### config.mk
export PLATFORM = sky130hd
export DESIGN_NAME = uart_rx_fsmd
export DESIGN_NICKNAME = d
export VERILOG_FILES = /design/src/rtl/uart_rx_fsmd.sv
export SDC_FILE = /design/constraint.sdc
export NUM_CORES = 1
export LEC_CHECK = 0
export ABC_AREA = 1
export CORE_ASPECT_RATIO = 2
export CORE_MARGIN = 2
export CORE_UTILIZATION = 25
export CTS_BUF_LIST = sky130_fd_sc_hd__clkbuf_2 sky130_fd_sc_hd__clkbuf_4 sky130_fd_sc_hd__clkbuf_8
export CTS_CLUSTER_DIAMETER = 200
export DETAILED_ROUTE_END_ITERATION = 10
export GPL_ROUTABILITY_DRIVEN = 0
export PLACE_DENSITY = 0.5
export SYNTH_ARGS = -nofsm -noshare
export SYNTH_HDL_FRONTEND = slang
export SYNTH_SLANG_ARGS = --single-unit
### constraint.sdc
create_clock -name clk -period 1.81 [get_ports clk]
set_input_delay 0.362 -clock clk [delete_from_list [all_inputs] [get_ports clk]]
set_output_delay 0.362 -clock clk [all_outputs]
set_load 0.03 [all_outputs]
### src/rtl/uart_rx_fsmd.sv
// UART receiver: 2-FF line synchroniser, mid-bit sampling FSM, LSB-first shift register,
// optional parity check and stop-bit check with a one-cycle data_valid pulse.
module uart_rx_fsmd #(
   parameter int parity_on           = 1,
   parameter int data_size           = 8,
   parameter int sampling_cntr_width = 4,
   parameter int even_parity         = 1
) (
   input  logic                           clk,
   input  logic                           rst,
   input  logic                           Rx_s,
   input  logic [sampling_cntr_width-1:0] sampling_end_val,
   output logic [data_size-1:0]           Rx_data,
   output logic                           data_valid,
   output logic                           parity_err,
   output logic                           frame_err,
   output logic                           busy
);

   localparam int BCW = (data_size > 1) ? $clog2(data_size) : 1;
   localparam logic [BCW-1:0] LAST_BIT = BCW'(data_size - 1);

   typedef enum logic [2:0] {IDLE, START, DATA, PARITY, STOP} state_t;

   state_t                         r_state, w_next;
   logic                           r_sync1, r_rx_q;
   logic [sampling_cntr_width-1:0] r_p_end, r_cnt, w_mid;
   logic [BCW-1:0]                 r_bit_cnt;
   logic [data_size-1:0]           r_shift, r_rx_data;
   logic                           r_par_bit, r_data_valid, r_parity_err, r_frame_err;
   logic                           w_sample, w_bit_end, w_exp_par;

   assign w_mid     = r_p_end >> 1;
   assign w_sample  = (r_cnt == w_mid);
   assign w_bit_end = (r_cnt == r_p_end);
   assign w_exp_par = (even_parity != 0) ? ^r_shift : ~^r_shift;

   always_comb begin
      w_next = r_state;
      case (r_state)
         IDLE:   if (!r_rx_q) w_next = START;
         // A line already high again at mid start bit was only a glitch.
         START:  if (w_sample && r_rx_q) w_next = IDLE;
                 else if (w_bit_end)      w_next = DATA;
         DATA:   if (w_bit_end && (r_bit_cnt == LAST_BIT))
                    w_next = (parity_on != 0) ? PARITY : STOP;
         PARITY: if (w_bit_end) w_next = STOP;
         STOP:   if (w_sample) w_next = IDLE;
         default: w_next = IDLE;
      endcase
   end

   // NOTE: all state below uses non-blocking assignments so every register samples pre-edge values.
   always_ff @(posedge clk or posedge rst) begin
      if (rst) begin
         r_state      <= IDLE;
         r_sync1      <= 1'b1;
         r_rx_q       <= 1'b1;
         r_p_end      <= '0;
         r_cnt        <= '0;
         r_bit_cnt    <= '0;
         r_shift      <= '0;
         r_par_bit    <= 1'b0;
         r_rx_data    <= '0;
         r_data_valid <= 1'b0;
         r_parity_err <= 1'b0;
         r_frame_err  <= 1'b0;
      end else begin
         r_sync1      <= Rx_s;
         r_rx_q       <= r_sync1;
         r_state      <= w_next;
         r_data_valid <= 1'b0;

         if (r_state == IDLE || w_bit_end) r_cnt <= '0;
         else                              r_cnt <= r_cnt + 1'b1;

         if (r_state == IDLE && !r_rx_q) begin
            r_p_end   <= sampling_end_val;
            r_bit_cnt <= '0;
         end

         case (r_state)
            DATA: begin
               if (w_sample) r_shift[r_bit_cnt] <= r_rx_q;
               if (w_bit_end && (r_bit_cnt != LAST_BIT)) r_bit_cnt <= r_bit_cnt + 1'b1;
            end
            PARITY: if (w_sample) r_par_bit <= r_rx_q;
            STOP: if (w_sample) begin
               r_rx_data    <= r_shift;
               r_frame_err  <= ~r_rx_q;
               r_parity_err <= (parity_on != 0) && (r_par_bit != w_exp_par);
               r_data_valid <= 1'b1;
            end
            default: ;
         endcase
      end
   end

   assign Rx_data    = r_rx_data;
   assign data_valid = r_data_valid;
   assign parity_err = r_parity_err;
   assign frame_err  = r_frame_err;
   assign busy       = (r_state != IDLE);

endmodule

==> results of run 1 <==
[sequential cells by signal, indices dropped and copies added (netlist names)]
signal	count
parity_err	1
r_p_end	4
Rx_data	8
r_rx_q	1
r_par_bit	1
r_shift	8
frame_err	1
r_sync1	1
data_valid	1
r_cnt	4
r_bit_cnt	3
r_state	3
[worst max path at each step]
| stage | start | end | slack, ps | cells past startpoint |
|---|---|---|---|---|
| after floorplan | r_state[0] | r_state[0] | 440 | 6 |
| after global placement | r_state[2] | busy | 210 | 3 |
| after detailed placement | r_state[0] | busy | 180 | 3 |
| after CTS | r_state[0] | busy | 100 | 3 |
| after global routing | r_state[0] | busy | 30 | 3 |
| final | r_state[0] | busy | 100 | 3 |
[layout by cell type, fill, tap and decap left out, types with 3 or more instances in the layout]
cell,n
xnor2_1,3
o21ai_1,8
o21ai_2,5
nor2_1,17
clkbuf_8,6
a21oi_1,4
nand3_1,15
xor2_1,4
o21ai_0,8
dfrtp_1,34
buf_4,3
clkdlybuf4s50_1,17
inv_1,25
nand2_1,72
ha_1,3
[critical path, cell delays in order, from the launching register on]
cell,delay (ps)
dfrtp_1,380
nor2_1,180
nand2_1,120
dlygate4sd2_1,370
[routing by layer]
| layer | vias up | global-route usage [%] | wire length [um] |
|---|---|---|---|
| met3 | 5 | 1.90 | 82 |
| met1 | 631 | 9.58 | 1250 |
| met4 | 0 | 5.71 | 77 |
| met2 | 17 | 20.1 | 2050 |
| met5 | - | 0 | 0 |
| li1 | 727 | - | - |
[logic make-up after synthesis]
kind of cell / after synthesis
and+or+nand+nor: 114
DFF: 36
buffers and inverters: 28
AOI/OAI and AO/OA: 26
xor gates and xnor gates: 7
adders and majority gates: 3
muxes: 1
[synthesized netlist by cell type, drive strengths merged]
| cell | instances |
|---|---|
| nand3 | 15 |
| xor2 | 4 |
| nand3b | 2 |
| mux2 | 1 |
| dfrtp | 34 |
| inv | 27 |
| nand2 | 73 |
| nor2 | 21 |
| o21ai | 21 |
| ha | 3 |
| buf | 1 |
| nor3 | 3 |
| a21oi | 5 |
| xnor2 | 3 |
| dfstp | 2 |
[timing repair]
action,CTS,global route
resized for setup,1,0
endpoints found under the setup margin,1,0
buffers inserted,0,0
[final cells by class]
type / instances / area share (%)
inverter: 27 / 4.83
clock inverter: 2 / 0.454
timing repair buffer: 22 / 10.1
sequential: 36 / 41.0
tap: 90 / 5.11
clock buffer: 6 / 3.75
multi-input combinational: 151 / 34.8
[power by group through the flow]
stage	sequential, W	clock, W	combinational (W)
3_3_place_gp	0.00117	0	0.00122
6_report	0.00116	0.000593	0.00120
5_1_grt	0.00119	0.000664	0.00137
3_5_place_dp	0.00118	0	0.00123
2_1_floorplan	0.00119	0	0.000878
4_1_cts	0.00116	0.000631	0.00122
[per-stage QoR]
| stage | area [um2] | total power, W |
|---|---|---|
| CTS | 2200 | 0.00301 |
| floorplan | 1790 | 0.00206 |
| finish | 2200 | 0.00295 |
| global placement | 2110 | 0.00239 |
| detailed placement | 2110 | 0.00240 |
| global route | 2200 | 0.00322 |
==> impl_metrics.csv, run 1 <==
group,metric,value,unit
final_layout,drive_above_1_share,11.9,%
sta,clock_skew,8.10,ps
status,status,"complete, no violations",
routing,drtPass1Iterations,4,
yosys,syn_area_per_cell,8.32,um2
sta,setup_tns,0,ps
clock_tree,cts.sink_count,36,
global_route,grt_overflow,0,
floorplan,start_util,25.8,%
routing,drtIter0Drc,67,
worst_setup_path,rr_worst_depth,6,
worst_hold_path,min_to,"r_rx_q",
final_layout,nNetsFinal,253,
floorplan,die_w,63.8,um
yosys,synthSimpleGateAreaFrac,28.2,%
clock_tree,cts_max_path_buffers,2,
sta,hold_slack,357,ps
sta,finalSetupViolCount,0,
sta,hold_viol,0,
routing,wire_per_inst,10.3,um
floorplan,rows,43,
sta,maxSlewViolCount,0,
final_layout,antennaDiodeCount,0,
yosys,ys_types,25,
routing,drcViolationCount,0,
worst_setup_path,cp.required,1450,ps
sta,fin_crit_sh,94.3,%
worst_setup_path,end_kind,"primary output",
final_layout,regArea,903,um2
power_and_ir_drop,switching_power,0.00123,W
yosys,syn_nets,225,
global_route,track_usage,10.2,%
sta,fin_ws,104,ps
clock_tree,clockRootBuffer,"clkbuf_8",
sta,relSlewSlack,77.8,%
clock_tree,cts.clk_slew.worst_paths,70,ps
final_layout,area_delta_synth_final,23.2,%
worst_setup_path,arrival,1340,ps
final_layout,multi_input_area,767,um2
sta,max_slew.worst_pin.slew,332,ps
power_and_ir_drop,p_leak,1.07,nW
yosys,yosys.area_share.adder,2.10,%
sta,period_needed,1710,ps
worst_setup_path,regToRegEndpoint,"r_bit_cnt[1]",
routing,antenna_left,0,
yosys,synthMuxAreaShare,0.630,%
global_route,grt_pass1_wl,6100,um
yosys,synth_top_area_share,47.6,%
yosys,synth_top_area_cell,"dfrtp_1",
final_layout,nFillCells,738,
yosys,postSynthCellCount,215,
final_layout,instances_no_fill,334,
clock_tree,cts_buffers,5,
power_and_ir_drop,combPwrFrac,40.6,%
global_route,first_global_vias,1375,
routing,viasPerCell,4.13,
placed_design,pre_cts_ws,178,ps
power_and_ir_drop,clkPwrFrac,20.1,%
power_and_ir_drop,switching_share,41.6,%
worst_hold_path,worstHoldStart,"r_sync1",
clock_tree,htree_num_levels,2,
final_layout,final_util,31.7,%
clock_tree,cts_hold_buf,0,
placed_design,post-dp-hpwl,2660,um
global_route,grt_max_degree,37,
yosys,synth_top_family_by_area,"simple AND/OR/NAND/NOR gates",
sta,fmax,586,MHz
worst_setup_path,rr_startpoint,"r_bit_cnt[0]",
routing,num_vias,1380,
worst_setup_path,r2r_setup_slack,260,ps
yosys,synth_xor_area_share,3.43,%
placed_design,dp.cells,326,
floorplan,die_area,0.00789,mm2
job,cap_violations,0,
floorplan,die_y,124,um
yosys,synth_warnings,0,
power_and_ir_drop,ir_worst_vdd,0.000570,V
worst_setup_path,critPathMaxFanout,3,
global_route,antenna_found_initial,0,
power_and_ir_drop,power.density,1340,mW/mm2
clock_tree,cts_tree,"built",
worst_setup_path,crit_type,"reg2out",
yosys,synthTopCellsByArea,"dfrtp_1, nand2_1, inv_1",
worst_setup_path,cp-start-kind,"flop",
floorplan,pin_count,19,
worst_hold_path,hold_class,"reg2reg",
placed_design,port-buffer-count,18,
yosys,ys_ff_latch,36,
yosys,synth-compound-area-share,8.54,%
floorplan,core-area,0.00694,mm2
worst_hold_path,min_delay_path_depth,0,
power_and_ir_drop,p_int,0.00172,W
sta,rsz0062_at_grt,"no",
routing,routed_wl,3460,um
yosys,syn_area,0.00179,mm2
clock_tree,clk_latency,290,ps
power_and_ir_drop,pwr-share-seq,39.3,%
yosys,seq_area_frac_synth,50.5,%
No activity file was read; power rests on OpenSTA's default activity.
==> inputs of run 2 (changes only) <==
- CTS_CLUSTER_SIZE: not set -> 28
- clock period: 1.81 -> 1.8 ns (I/O delays scaled with it)
==> run 2 against run 1 <==
  * Total power barely moved
  * Clock skew is 2.7 ps lower
  * Die area unchanged
==> impl_metrics.csv, run 2 (synthesized netlist as in run 1, its figures left out) <==
group,metric,value,unit
floorplan,die_w,63.8,um
clock_tree,cts_setup_buffers,0,
final_layout,nNetsFinal,254,
routing,drtPass1Iterations,4,
power_and_ir_drop,ir_worst_vdd,0.000570,V
power_and_ir_drop,combPwrFrac,42.2,%
final_layout,drive_above_1_share,11.9,%
sta,period_needed,1680,ps
clock_tree,cts_tree,"built",
power_and_ir_drop,power.density,1340,mW/mm2
power_and_ir_drop,switching_power,0.00123,W
final_layout,area_delta_synth_final,23.0,%
floorplan,rows,43,
global_route,antenna_found_initial,0,
floorplan,die_y,124,um
sta,fin_crit_sh,93.2,%
power_and_ir_drop,p_leak,1.07,nW
final_layout,nFillCells,715,
power_and_ir_drop,switching_share,41.8,%
worst_setup_path,crit_buf_inv,1,
worst_setup_path,arrival,1320,ps
clock_tree,cts_buffers,5,
clock_tree,clockRootBuffer,"clkbuf_8",
final_layout,final_cell_mix,"nand2_1, dfrtp_1, inv_1, nor2_1, clkdlybuf4s50_1",
final_layout,final_common_cell,"nand2_1",
clock_tree,cts.sink_count,36,
global_route,grt_max_degree,37,
worst_setup_path,crit_path_top_delay_cell,"clkdlybuf4s50_1",
clock_tree,cts.clk_slew.worst_paths,70,ps
floorplan,pin_count,19,
sta,fmax,596,MHz
worst_setup_path,cp-start-kind,"flop",
routing,drcViolationCount,0,
clock_tree,clk_latency,290,ps
global_route,track_usage,10.4,%
worst_setup_path,rr_worst_depth,9,
power_and_ir_drop,total_power,0.00295,W
job,cap_violations,0,
global_route,first_global_vias,1400,
power_and_ir_drop,pwr-share-seq,39.0,%
routing,drtIter0Drc,41,
placed_design,post-dp-hpwl,2770,um
worst_setup_path,end_kind,"primary output",
power_and_ir_drop,p_int,0.00172,W
worst_hold_path,hold_class,"reg2reg",
floorplan,core-area,0.00694,mm2
placed_design,port-buffer-count,18,
worst_setup_path,cp.required,1440,ps
sta,finalSetupViolCount,0,
status,status,"complete, no violations",
routing,num_vias,1382,
sta,clock_skew,5.44,ps
worst_setup_path,max_stage_delay,670,ps
clock_tree,cts_hold_buf,0,
clock_tree,htree_num_levels,2,
clock_tree,cts_max_path_buffers,2,
worst_hold_path,min_delay_path_depth,0,
routing,antenna_left,0,
global_route,grt_pass1_wl,6120,um
sta,hold_viol,0,
sta,maxSlewViolCount,0,
worst_setup_path,critPathMaxFanout,2,
sta,max_slew.worst_pin.slew,318,ps
sta,setup_tns,0,ps
worst_setup_path,crit_family,"buffers and inverters",
routing,wire_per_inst,10.6,um
global_route,grt_overflow,0,
sta,relSlewSlack,78.8,%
routing,routed_wl,3530,um
routing,viasPerCell,4.14,
floorplan,die_area,0.00789,mm2
final_layout,antennaDiodeCount,0,
sta,rsz0062_at_grt,"no",
power_and_ir_drop,clkPwrFrac,18.8,%
worst_setup_path,cp_cell_sequence,"clkdlybuf4s50_1",
worst_setup_path,crit_cells,1,
worst_setup_path,crit_type,"reg2out",
floorplan,start_util,25.8,%
run 2: changes by cell type in the layout (fill, tap and decap cells not counted):
cell      change
buf_4         +1
clkbuf_4      +1
clkbuf_8      -1
clkinv_2      -1
run 2: repair_timing:
action                                  4_1_cts  5_1_grt
hold endpoints to repair                      0        0
endpoints found under the setup margin        1        0
resized for setup                             1        0
run 2: metrics by stage:
step | hold slack (ps) | utilization, % | worst slack (ps) | area [um2] | std cells
floorplan | 345 | - | 431 | 1790 | 215
global placement | 349 | 30.5 | 207 | 2120 | 327
detailed placement | 347 | 30.5 | 191 | 2120 | 327
CTS | 357 | 31.7 | 97.9 | 2200 | 334
global route | 362 | 31.7 | 59.0 | 2200 | 334
finish | 356 | 31.7 | 123 | 2200 | 334
run 2: cell type report:
cell class / count / area (um2) / share of cell area, %
sequential: 36 / 903 / 41.1
clock buffer: 6 / 76.3 / 3.47
multi-input combinational: 151 / 767 / 34.9
inverter: 27 / 106 / 4.84
clock inverter: 1 / 5.00 / 0.228
timing repair buffer: 23 / 229 / 10.4
tap: 90 / 113 / 5.12
run 2: worst paths after layout:
path / start / end / slack [ps]
max in group asynchronous: rst / r_sync1 / 1130
max reg2reg: r_bit_cnt[1] / r_state[0] / 240
min reg2reg: r_sync1 / r_rx_q / 360
min in group asynchronous: rst / data_valid / 410
max: Rx_data[4] / Rx_data[4] / 120
min: r_sync1 / r_rx_q / 360
run 2: per-layer routing:
| metal | global-route usage, % | share of wire (%) |
|---|---|---|
| met4 | 6.11 | 2.9 |
| met1 | 9.24 | 35 |
| met5 | 0 | 0 |
| met2 | 20.1 | 60 |
| met3 | 2.71 | 2.5 |
run 2: power by group through the flow:
| stage | registers (W) | logic (W) | clock network [W] |
|---|---|---|---|
| global placement | 0.00116 | 0.00126 | 0 |
| floorplan | 0.00119 | 0.000882 | 0 |
| detailed placement | 0.00117 | 0.00128 | 0 |
| CTS | 0.00116 | 0.00127 | 0.000589 |
| finish | 0.00115 | 0.00125 | 0.000555 |
| global route | 0.00118 | 0.00142 | 0.000625 |
==> inputs of run 3 (changes only) <==
- CTS_CLUSTER_DIAMETER: 200 -> 150
==> results of run 3 <==
Final layout, timing and power as in run 2 (identical DEF).
